[config.mk]
export PLATFORM = sky130hd
export DESIGN_NAME = instr_fetch_ctrl
export DESIGN_NICKNAME = d
export VERILOG_FILES = /design/src/rtl/instr_fetch_ctrl.sv
export SDC_FILE = /design/constraint.sdc
export NUM_CORES = 1
export LEC_CHECK = 0
export BUFFER_PORTS_ARGS = -buffer_cell sky130_fd_sc_hd__clkbuf_2
export CAP_MARGIN = 5
export CORE_UTILIZATION = 26
export CTS_CLUSTER_SIZE = 10
export DETAILED_ROUTE_END_ITERATION = 6
export GPL_TIMING_DRIVEN = 0
export PLACE_DENSITY = 0.54
export RECOVER_POWER = 25
export SLEW_MARGIN = 15
export SYNTH_ARGS = -nofsm -noshare
export SYNTH_HDL_FRONTEND = slang
export SYNTH_SLANG_ARGS = --single-unit
[constraint.sdc]
create_clock -name clk -period 5.6 [get_ports clk]
set_input_delay 0 -clock clk [delete_from_list [all_inputs] [get_ports clk]]
set_output_delay 0 -clock clk [all_outputs]
set_load 0.005 [all_outputs]
[src/rtl/instr_fetch_ctrl.sv]
// rtl/instr_fetch_ctrl.sv - byte-serial instruction fetch sequencer with output queue
// Assembles four big-endian bytes per word and hands words to the core over valid/ready.
module instr_fetch_ctrl #(
  parameter logic [31:0] RESET_PC  = 32'h0000_0000,
  parameter int          QDEPTH    = 2,
  parameter int          MEM_LIMIT = 2000
) (
  input  logic        clk,
  input  logic        rst,
  input  logic        en,
  input  logic        redirect,
  input  logic [31:0] redirect_pc,
  output logic [31:0] mem_adr,
  input  logic [7:0]  mem_rdata,
  output logic        inst_valid,
  input  logic        inst_ready,
  output logic [31:0] inst_data,
  output logic [31:0] inst_pc,
  output logic        inst_err,
  output logic        busy
);

  localparam int          PW        = (QDEPTH > 1) ? $clog2(QDEPTH) : 1;
  localparam logic [31:0] RESET_FPC = {RESET_PC[31:2], 2'b00};
  localparam logic [32:0] LIMIT     = 33'(MEM_LIMIT);

  typedef enum logic [1:0] {S_IDLE, S_FETCH, S_HALT} state_t;

  state_t      r_state, w_state_nxt;
  logic [31:0] r_fpc, w_fpc_nxt;
  logic [1:0]  r_bcnt, w_bcnt_nxt;
  logic [23:0] r_lanes, w_lanes_nxt;

  logic [31:0] r_qdata [QDEPTH];
  logic [31:0] r_qpc   [QDEPTH];
  logic        r_qerr  [QDEPTH];
  logic [PW-1:0] r_head, r_tail;
  logic [2:0]  r_count;

  logic        w_has, w_pop, w_space, w_oor, w_active;
  logic        w_push, w_push_err;
  logic [31:0] w_push_data;

  function automatic logic [PW-1:0] f_inc(input logic [PW-1:0] p);
    return (p == PW'(QDEPTH - 1)) ? '0 : p + 1'b1;
  endfunction

  assign w_has   = (r_count != 3'd0);
  assign w_pop   = w_has && inst_ready;
  assign w_space = (r_count < 3'(QDEPTH)) || w_pop;
  assign w_oor   = ({1'b0, r_fpc} + 33'd3) > LIMIT;
  // A new word only starts with en high; a word already in progress always finishes.
  assign w_active = ((r_state == S_FETCH) && ((r_bcnt != 2'd0) || en)) ||
                    ((r_state == S_IDLE) && en);

  assign mem_adr    = r_fpc + {30'd0, r_bcnt};
  assign inst_valid = w_has;
  assign inst_data  = w_has ? r_qdata[r_head] : 32'd0;
  assign inst_pc    = w_has ? r_qpc[r_head]   : 32'd0;
  assign inst_err   = w_has ? r_qerr[r_head]  : 1'b0;
  assign busy       = (r_state == S_FETCH) || w_has;

  always_comb begin
    w_state_nxt = r_state;
    w_fpc_nxt   = r_fpc;
    w_bcnt_nxt  = r_bcnt;
    w_lanes_nxt = r_lanes;
    w_push      = 1'b0;
    w_push_err  = 1'b0;
    w_push_data = 32'd0;
    if (r_state != S_HALT) begin
      if (!w_active) begin
        w_state_nxt = S_IDLE;
      end else begin
        w_state_nxt = S_FETCH;
        if (w_space) begin
          if ((r_bcnt == 2'd0) && w_oor) begin
            w_push      = 1'b1;
            w_push_err  = 1'b1;
            w_state_nxt = S_HALT;
          end else if (r_bcnt == 2'd3) begin
            w_push      = 1'b1;
            w_push_data = {r_lanes, mem_rdata};
            w_fpc_nxt   = r_fpc + 32'd4;
            w_bcnt_nxt  = 2'd0;
            w_state_nxt = en ? S_FETCH : S_IDLE;
          end else begin
            case (r_bcnt)
              2'd0:    w_lanes_nxt[23:16] = mem_rdata;
              2'd1:    w_lanes_nxt[15:8]  = mem_rdata;
              default: w_lanes_nxt[7:0]   = mem_rdata;
            endcase
            w_bcnt_nxt = r_bcnt + 2'd1;
          end
        end
      end
    end
  end

  always_ff @(posedge clk or posedge rst) begin
    if (rst) begin
      r_state <= S_IDLE;
      r_fpc   <= RESET_FPC;
      r_bcnt  <= 2'd0;
      r_lanes <= 24'd0;
      r_head  <= '0;
      r_tail  <= '0;
      r_count <= 3'd0;
      for (int i = 0; i < QDEPTH; i++) begin
        r_qdata[i] <= 32'd0;
        r_qpc[i]   <= 32'd0;
        r_qerr[i]  <= 1'b0;
      end
    end else if (redirect) begin
      r_state <= en ? S_FETCH : S_IDLE;
      r_fpc   <= redirect_pc & 32'hFFFF_FFFC;
      r_bcnt  <= 2'd0;
      r_head  <= '0;
      r_tail  <= '0;
      r_count <= 3'd0;
    end else begin
      r_state <= w_state_nxt;
      r_fpc   <= w_fpc_nxt;
      r_bcnt  <= w_bcnt_nxt;
      r_lanes <= w_lanes_nxt;
      if (w_push) begin
        r_qdata[r_tail] <= w_push_data;
        r_qpc[r_tail]   <= r_fpc;
        r_qerr[r_tail]  <= w_push_err;
        r_tail          <= f_inc(r_tail);
      end
      if (w_pop) r_head <= f_inc(r_head);
      case ({w_push, w_pop})
        2'b10:   r_count <= r_count + 3'd1;
        2'b01:   r_count <= r_count - 3'd1;
        default: r_count <= r_count;
      endcase
    end
  end

endmodule

==> results.yml <==
global_route:
  grt.total_usage: 0.165
  grt_max_degree: 101
  grt_overflow: 0
  antenna_found_initial: 0
  grt_pass1_wl_um: 45700
  grt_pass1_vias: 7646
clock_tree:
  ctsRootBufferMaster: "clkbuf_16"
  clock_path_buffers: 2
  ctsHtreeMaxLevel: 4
  numCtsBuffers: 17
  path_clk_slew_ns: 0.08
  cts.sinks: 189
  post_cts_buffers: 0
  clock_latency_ns: 0.45
  cts_tree: "yes"
worst_setup_path:
  r2r_cells: 10
  startpoint: "r_bcnt[0]"
  rr_startpoint: "r_bcnt[0]"
  cp-end-kind: "flip-flop"
  crit_path_start_kind: "flip-flop"
  max_stage_delay_ns: 0.98
  cp_cell_sequence: "inv_1, ha_1, nand2b_1, a211oi_1, o211ai_1, nor2b_1, fa_1, nand2_1, a2bb2oi_1, mux2_2"
  critical-path-top-delay-family: "compound AO/OA/AOI/OAI gates"
  cp.arrival_ns: 4.09
  crit_path_top_delay_cell: "a211oi_1"
  critPathKind: "flip-flop to flip-flop"
  cp.required_ns: 5.93
  critPathBufInv: 1
  crit_fanout: 7
  crit_cells: 10
layout:
  syn_to_final_growth_pct: 24.8
  n_fill_cell: 3746
  nets: 1188
  drive_above_1_share: 0.242
  seq_area_um2: 4730
  final_common_cell: "dfrtp_1"
  utilization: 0.329
  multi_input_area_um2: 4170
  antenna_cells: 0
  fin_area_um2: 11700
  layout_common_cells: "dfrtp_1 (189), clkbuf_2 (133), nor2_1 (97)"
pwr:
  switching_share: 0.348
  leakage_nw: 4.92
  p_clk_frac: 0.285
  internal_power_mw: 2.97
  peakVddDrop_mv: 0.256
  p_sw_mw: 1.59
  power_frac_comb: 0.323
  p_seq_frac: 0.392
  power_per_cell_area_nw_per_um2: 389
timing:
  maxSlewHeadroom: 0.235
  slew_viol_final: 0
  hold_ws_ns: 0.0722
  finClkSkew_ns: 0.00992
  finalHoldViolations: 0
  rsz0062_at_grt: "no"
  post-route-min-period_ns: 3.75
  setup_viol_count_final: 0
  fmax_ghz: 0.266
  tightest_slew_ns: 1.14
  min_period_over_period: 0.670
routing:
  drt_iter0_markers: 544
  wire_per_inst_um: 18.4
  viasPerCell: 4.96
  detail_route.wirelength_um: 29700
  vias: 7998
  drc: 0
  dr.pass1.iters: 5
  drtAntennaViolNets: 0
run_status:
  outcome: "finished clean"
synthesis:
  yosysUniqueCellTypes: 56
  synth.yosys.seq_area_share: 0.504
  ys_seq_elements: 189
  syn_area_um2: 9390
  ys.warnings.count: 0
  synth_edf_count: 0
  synth_ff_type: "dfrtp_1"
  asyncSetResetFlopFracSynth: 1.00
  syn-instance-count: 938
  avgSynthCellArea_um2: 10.0
hold_path:
  min-delay-start: "redirect"
  hp-class: "input port to flip-flop"
  hold_depth: 3
floorplanning:
  start_util: 0.264
  die_area_um2: 36900
  dieHeight_um: 192
  io_pins: 144
  die_w_um: 192
  core-area_um2: 35600
  fp-row-count: 69
place:
  hpwlAfterDp_um: 21400
  place.port_buffers: 139
  gp_congestion: 0.844
  postPlaceCellArea_um2: 10700
run:
  max_cap_viol_count: 0
flip-flops by register name (all words and copies together) (netlist names), 2 cells and up:
signal and cells:
r_state 2, r_fpc 30, r_qdata 64, r_bcnt 2, r_count 3, r_qpc 60
r_qerr 2, r_lanes 24
final timing paths:
check                         endpoint  slack, ns
max                         r_count[2]       1.85
min                          r_fpc[16]       0.07
max reg2reg                 r_count[2]       1.85
min reg2reg                 r_qdata[7]       0.48
max in group asynchronous  r_qdata[22]       4.42
min in group asynchronous    r_qpc[35]       0.27
synth_stat cells, types with 6 or more instances:
cell type,number,share of area
a31oi_1,21,0.014
and4_1,6,0.0056
buf_1,9,0.0036
buf_2,19,0.010
clkbuf_1,72,0.029
dfrtp_1,189,0.50
inv_1,16,0.0064
mux2_2,79,0.095
mux2i_1,65,0.069
nand2_1,89,0.036
nand3_1,57,0.030
nand4_1,14,0.0093
nor2_1,97,0.039
nor3_1,7,0.0037
nor4_1,7,0.0047
o211ai_1,7,0.0056
o21ai_0,80,0.043
o31ai_1,12,0.0096
or4_1,18,0.014
layer usage:
layer | track usage | vias to the layer above | part of all wire
met2 | 0.256 | 242 | 0.46
met1 | 0.235 | 4006 | 0.47
met5 | 0 | - | 0
met3 | 0.0307 | 25 | 0.054
li1 | - | 3725 | -
met4 | 0.0439 | 0 | 0.017
power by group through the flow:
stage                     Sequential [mW]  Clock [mW]  Combinational [mW]
after global routing                 1.82        1.38                1.62
after CTS                            1.78        1.31                1.50
after detailed placement             1.81           0                1.47
final                                1.79        1.30                1.47
after floorplan                      1.76           0               0.937
after global placement               1.80           0                1.46
cell families (layout without fill, tap and decap cells):
kind of cell    after synthesis  in the layout  synth area share
fa+ha+maj                     5              5           0.00746
mux                         144            144             0.164
simple gates                320            320             0.163
compound gates              157            157             0.107
buf+inv                     120            332            0.0519
flops                       189            189             0.504
xor+xnor                      2              2           0.00187
other cells                   1              2          0.000400
cell type report:
type                            instances  share of cell area
Buffer                                104              0.0362
Clock buffer                           21              0.0402
Clock inverter                         11              0.0130
Inverter                               16             0.00577
Multi-Input combinational cell        630               0.356
Sequential cell                       189               0.404
Tap cell                              461              0.0493
Timing Repair Buffer                  180              0.0953
worst min-delay path, delay by kind of cell:
family / cells / cell delay (ns)
buffers and inverters: 1 / 0.23
AND/OR/NAND/NOR: 2 / 0.24
through the flow:
stage	instances	power [mW]	worst slack (ns)	TNS (ns)
finish	1612	4.55	1.85	0
global route	1612	4.81	1.70	0
CTS	1612	4.60	1.93	0
detailed placement	1540	3.28	1.96	0
global placement	1539	3.26	-1.95	-366.16
floorplan	939	2.70	0.458	0
what timing repair did:
| item | in CTS | in global routing |
|---|---|---|
| endpoints found under the hold margin | 170 | 0 |
| gates resized for setup | 0 | 0 |
| hold buffers | 40 | 0 |
Power figures use the tool's default switching activity.
